<file path="src/rtl/dmem_arbiter.sv">
// Two-port data-memory arbiter: alternating-priority grant, fixed three-cycle transaction
// (IDLE -> ACCESS -> RESP) with out-of-range address detection.
module dmem_arbiter #(
  parameter int unsigned DEPTH = 1024
) (
  input  logic        clk,
  input  logic        rst_n,
  input  logic        req0,
  input  logic        req1,
  input  logic        we0,
  input  logic        we1,
  input  logic [31:0] addr0,
  input  logic [31:0] addr1,
  input  logic [31:0] wdata0,
  input  logic [31:0] wdata1,
  output logic        gnt0,
  output logic        gnt1,
  output logic        rvalid0,
  output logic        rvalid1,
  output logic        err0,
  output logic        err1,
  output logic [31:0] rdata0,
  output logic [31:0] rdata1,
  output logic        mem_read,
  output logic        mem_write,
  output logic [31:0] mem_addr,
  output logic [31:0] mem_wdata,
  input  logic [31:0] mem_rdata
);

  typedef enum logic [1:0] {StIdle, StAccess, StResp} state_e;

  state_e      state_q, state_d;
  logic        last_q, last_d;
  logic        id_q, id_d;
  logic        we_q, we_d;
  logic        err_q, err_d;
  logic [31:0] addr_q, addr_d;
  logic [31:0] wdata_q, wdata_d;
  logic [31:0] rdata0_q, rdata0_d;
  logic [31:0] rdata1_q, rdata1_d;
  logic        win;
  logic [31:0] win_addr;
  logic        in_access, in_resp, mem_en;

  // Ties go to the port that did not win last time; a lone requester always wins.
  assign win      = (req0 & req1) ? ~last_q : req1;
  assign win_addr = win ? addr1 : addr0;

  always_comb begin
    state_d  = state_q;
    last_d   = last_q;
    id_d     = id_q;
    we_d     = we_q;
    err_d    = err_q;
    addr_d   = addr_q;
    wdata_d  = wdata_q;
    rdata0_d = rdata0_q;
    rdata1_d = rdata1_q;
    unique case (state_q)
      StIdle: begin
        if (req0 | req1) begin
          state_d = StAccess;
          last_d  = win;
          id_d    = win;
          we_d    = win ? we1 : we0;
          addr_d  = win_addr;
          wdata_d = win ? wdata1 : wdata0;
          err_d   = win_addr >= 32'(DEPTH);
        end
      end
      StAccess: begin
        state_d = StResp;
        // Capture straight into the port's holding register; writes and errors return 0.
        if (id_q) rdata1_d = (we_q | err_q) ? 32'h0 : mem_rdata;
        else      rdata0_d = (we_q | err_q) ? 32'h0 : mem_rdata;
      end
      StResp:  state_d = StIdle;
      default: state_d = StIdle;
    endcase
  end

  always_ff @(posedge clk or negedge rst_n) begin
    if (!rst_n) begin
      state_q  <= StIdle;
      last_q   <= 1'b1;
      id_q     <= 1'b0;
      we_q     <= 1'b0;
      err_q    <= 1'b0;
      addr_q   <= 32'h0;
      wdata_q  <= 32'h0;
      rdata0_q <= 32'h0;
      rdata1_q <= 32'h0;
    end else begin
      state_q  <= state_d;
      last_q   <= last_d;
      id_q     <= id_d;
      we_q     <= we_d;
      err_q    <= err_d;
      addr_q   <= addr_d;
      wdata_q  <= wdata_d;
      rdata0_q <= rdata0_d;
      rdata1_q <= rdata1_d;
    end
  end

  // Outputs decode from state, so an asynchronous reset clears them without a clock edge.
  assign in_access = (state_q == StAccess);
  assign in_resp   = (state_q == StResp);
  assign mem_en    = in_access & ~err_q;

  assign gnt0      = in_access & ~id_q;
  assign gnt1      = in_access & id_q;
  assign rvalid0   = in_resp & ~id_q;
  assign rvalid1   = in_resp & id_q;
  assign err0      = in_resp & ~id_q & err_q;
  assign err1      = in_resp & id_q & err_q;
  assign mem_read  = mem_en & ~we_q;
  assign mem_write = mem_en & we_q;
  assign mem_addr  = mem_en ? addr_q : 32'h0;
  assign mem_wdata = mem_en ? wdata_q : 32'h0;
  assign rdata0    = rdata0_q;
  assign rdata1    = rdata1_q;

endmodule

</file>
<file path="config.mk">
export PLATFORM = sky130hd
export DESIGN_NAME = dmem_arbiter
export DESIGN_NICKNAME = d
export VERILOG_FILES = /design/src/rtl/dmem_arbiter.sv
export SDC_FILE = /design/constraint.sdc
export NUM_CORES = 1
export LEC_CHECK = 0
export CORE_MARGIN = 2
export CORE_UTILIZATION = 34
export DETAILED_ROUTE_END_ITERATION = 10
export PLACE_DENSITY = 0.72
export SLEW_MARGIN = 40
export SYNTH_ARGS = -nofsm -noshare
export SYNTH_HDL_FRONTEND = slang
export SYNTH_SLANG_ARGS = --single-unit
</file>
<file path="constraint.sdc">
create_clock -name clk -period 4.1 [get_ports clk]
set_input_delay 0.41 -clock clk [delete_from_list [all_inputs] [get_ports clk]]
set_output_delay 0.41 -clock clk [all_outputs]
set_load 0.05 [all_outputs]
</file>
Word level (Yosys, flattened, before mapping). Index checks and enable logic that the tools add are counted.

Order comparisons: 1. Equality and inequality tests: 3. Reduce and logical (&&, ||, !) cells: 4. Mux-type cells: 9. Bitwise logic cells: 16.

Operators with widths (count): 32-bit two-way mux (5); 32-bit by 11-bit greater-or-equal comparator with 1-bit output (second input constant) (1); 1-bit AND (10); 2-bit AND reduction (3); 1-bit inverter (4); 2-bit case mux with 2 select lines (1); 2-bit by 1-bit == test with 1-bit output (second input constant) (1); 2-bit == test (second input constant) (1); 2-bit zero test (1); 1-bit two-way mux (2); 2-bit two-way mux (1); 2-bit inequality test (second input constant) (1); 1-bit bitwise OR (2).

Input bits: 166. Flip-flop bits (word level): 134.

Logic depth before layout (Yosys ltp).
Depth after elaboration: 4. Depth in mapped cells: 7. Mapped depth without buffers: 5.

Worst setup path after synthesis. No wires, ideal clock.

Path kind: register -> output. From: register state_q[1]. To: output port mem_read. Slack: 2.117 ns. Buffers on the path: 0. Arrival: 1.573 ns. Cell stages (with the launch flop): 3. Path through: dfrtp_1 > nand2b_4 > nor3_1.

Word-level cells in the longest chain between the ends: 3.

RTL lines: start, declared (line 33) `state_e state_q, state_d;`; start signal, assigned (line 85) `state_q <= StIdle;`; start signal, assigned (line 95) `state_q <= state_d;`; 2-bit by 1-bit == test with 1-bit output (line 108) `assign in_access = (state_q == StAccess);`; 1-bit AND (line 110) `assign mem_en = in_access & ~err_q;`; 1-bit AND (line 118) `assign mem_read = mem_en & ~we_q;`; end, declared (line 24) `output logic mem_read,`.

Every way passes these cells.

Worst setup path in the final report.
From: register state_q[1]. To: output port mem_wdata[19].

Word-level cells in the longest chain between the ends: 3.

RTL lines: 2-bit by 1-bit == test with 1-bit output (line 108); 1-bit AND (line 110); 32-bit two-way mux (line 121) `assign mem_wdata = mem_en ? wdata_q : 32'h0;`; end, declared (line 27) `output logic [31:0] mem_wdata,`.

Every way passes these cells.

==> results.py <==
metrics = {
    "worst_setup_path": {
        "rrSetupSlack_ps": 2260,
        "r2r_cells": 4,
        "arrival_ps": 2750,
        "r2r-end": "err_q",
        "r2r_start": "last_q",
        "crit_fanout": 41,
        "crit_type": "reg2out",
        "cp_slowest_cell": "clkdlybuf4s50_1",
        "cp-startpoint": "state_q[1]",
        "critPathRequiredTime_ps": 3690,
        "start_kind": "register",
        "slowest_delay_ps": 800,
        "end_kind": "output pin",
        "crit_chain": "nand2b_4 > nor2_4 > buf_4 > and2_1 > clkdlybuf4s50_1",
        "crit_end": "mem_wdata[19]",
    },
    "job": {
        "maxCapViolCount": 0,
    },
    "timing": {
        "max_freq_ghz": 0.3168,
        "fin_crit_ps": 3157,
        "worstMarginPinSlew_ps": 817.0,
        "drv_slew": 0,
        "hold_viol": 0,
        "fin_crit_sh": 0.7700,
        "fin_tns_setup_ps": 0,
        "finalClockSkew_ps": 8.588,
        "finalSetupViolations": 0,
        "relSlewSlack": 0.4553,
        "rsz0062_at_grt": "false",
    },
    "clock_network": {
        "cts_tree": "built",
        "cts_made_buffers": 17,
        "clkSlewWorstSetupHoldPaths_ps": 60,
        "clkLatencyLatePin_ps": 410,
        "cts_root_buf": "clkbuf_16",
        "ctsHoldBuffers": 0,
        "cts_setup_buffers": 0,
        "clock_sinks": 134,
        "clockBufferDepth": 2,
        "htree_levels": 4,
        "cts_resized": 0,
    },
    "global_route": {
        "grt_overflow": 0,
        "grt_pass1_wl_um": 29610,
        "grt_usage": 0.1924,
        "antenna_found_initial": 1,
        "grt_pass1_vias": 5542,
        "grt_max_degree": 88,
    },
    "route": {
        "drc": 0,
        "wirelength_um": 18870,
        "ant_nets": 0,
        "drt_iter0_markers": 259,
        "num_vias": 5520,
        "dr.pass1.iters": 4,
        "avgRoutedWirePerCell_um": 16.11,
        "viasPerCell": 4.714,
    },
    "logic_synthesis": {
        "netlist_area_um2": 6243,
        "synth_area_leader_cell": "dfrtp_1",
        "synth.ff_latch_count": 134,
        "ys_types": 29,
        "synth_top_area_share": 0.5331,
        "yosys_warnings": 0,
        "syn_avg_cell_area_um2": 9.695,
        "synth_nets": 810,
        "syn_inst": 644,
        "synthTopCellsByArea": "dfrtp_1 53%, mux2i_1 10%, and2_1 6.6%",
        "synth_seq_area_share": 0.5373,
    },
    "min_path": {
        "hold_path_class": "in2async",
    },
    "finish": {
        "fillers": 1625,
        "fin_nets": 1094,
        "drive_gt1_frac": 0.05845,
        "most-common-layout-cells": "300 x clkdlybuf4s50_1, 133 x dfrtp_1, 99 x nand2_1",
        "multi_input_area_um2": 2590,
        "syn_to_final_growth_pct": 59.60,
        "final_core_util": 0.5547,
        "layout.cells.most_common": "clkdlybuf4s50_1",
        "seqCellArea_um2": 3354,
    },
    "floorplan": {
        "top_level_ports": 302,
        "die_h_um": 139.5,
        "num_rows": 49,
        "fp.dieArea_um2": 19460,
        "die_w_um": 139.5,
        "start_util": 0.3476,
        "core_um2": 17960,
    },
    "place": {
        "dp_hpwl_um": 13940,
        "portBuffers": 301,
        "gp_congestion": 0.7803,
    },
    "power_and_ir_drop": {
        "p_leak_nw": 4.081,
        "peakVddDrop_mv": 0.2929,
        "power_density_nw_per_um2": 493.3,
    },
    "status": {
        "outcome": "finished, final reports clean",
    },
}
sequential cells by signal, summed over array words and instances (netlist names):
signal	count
addr_q	32
rdata0	32
rdata1	32
wdata_q	32
state_q	2
err_q	1
id_q	1
last_q	1
we_q	1
power breakdown:
group | internal (mW) | total (mW) | leakage, nW | switching, mW
registers | 1.69 | 1.90 | 1.67 | 0.208
logic | 0.581 | 1.45 | 2.13 | 0.870
clock network | 0.987 | 1.57 | 0.284 | 0.580
total | 3.26 | 4.92 | 4.08 | 1.66
kinds of logic (layout without fill, tap and decap cells):
| family | count (synthesis) | count (layout) | share of synthesized area |
|---|---|---|---|
| DFF | 134 | 134 | 0.5373 |
| muxes | 67 | 67 | 0.1090 |
| other | 0 | 1 | 0 |
| buffers and inverters | 50 | 347 | 0.05270 |
| and+or+nand+nor | 259 | 259 | 0.1920 |
| AOI/OAI and AO/OA | 134 | 134 | 0.1090 |
worst min-delay path by stage:
stage | start | endpoint | slack [ps] | cells past startpoint
after floorplan | rst_n | addr_q[0] | 110 | 0
after detailed placement | rdata1[15] | rdata1[15] | 470 | 2
after global placement | rdata0[2] | rdata0[2] | 460 | 2
after CTS | rst_n | rdata0[6] | 100 | 1
after global routing | rst_n | rdata0[5] | 100 | 1
final | rst_n | rdata0[5] | 40 | 1
worst max-delay path, delay by kind of cell, from the launching register on:
kind,cells,cell delay (ps)
buf+inv,2,1190
flops,1,390
simple gates,3,740
routing by layer:
metal / routed length (um) / up-vias / GRT usage / share of wire
met3: 1087 / 41 / 0.04474 / 0.058
met1: 8032 / 2557 / 0.2400 / 0.43
met2: 9101 / 196 / 0.3153 / 0.48
met5: 0 / - / 0 / 0
li1: - / 2726 / - / -
met4: 646 / 0 / 0.09410 / 0.034
cell type report:
class	count	share of cell area
sequential	134	0.3366
clock buffer	20	0.04583
timing repair buffer	312	0.3123
tap	229	0.02875
clock inverter	12	0.01519
inverter	3	0.001130
antenna	1	0.0002511
multi-input combinational	460	0.2599
synth_stat cells:
cell type,n
nor4_1,8
nor3_1,4
o22ai_1,1
buf_2,20
o21ai_0,65
clkbuf_1,8
mux2_4,2
inv_1,2
nor2b_1,2
nor2_2,1
nand4_1,1
a21boi_2,1
nor4b_1,1
buf_6,14
dfrtp_1,133
o21a_1,1
inv_2,1
nand3_1,3
clkbuf_2,3
mux2i_1,65
buf_4,2
nor2_1,69
and2_1,66
nand2_1,100
and3_1,1
dfstp_2,1
a21oi_1,66
nand2b_1,2
nand2b_4,1
per-stage QoR:
stage                     hold WS, ps  setup WS, ps  area, um2  power, mW  cells
after floorplan                 114.4          2117       6243      2.933    644
after global placement          461.6          1412       9331      3.339   1137
after detailed placement        470.2          1337       9351      3.391   1138
after CTS                       99.10         893.3       9960      4.971   1170
after global routing            95.85         758.3       9965      5.202   1171
final                           38.64         943.1       9965      4.916   1171
(Power assumes the default switching activity.)
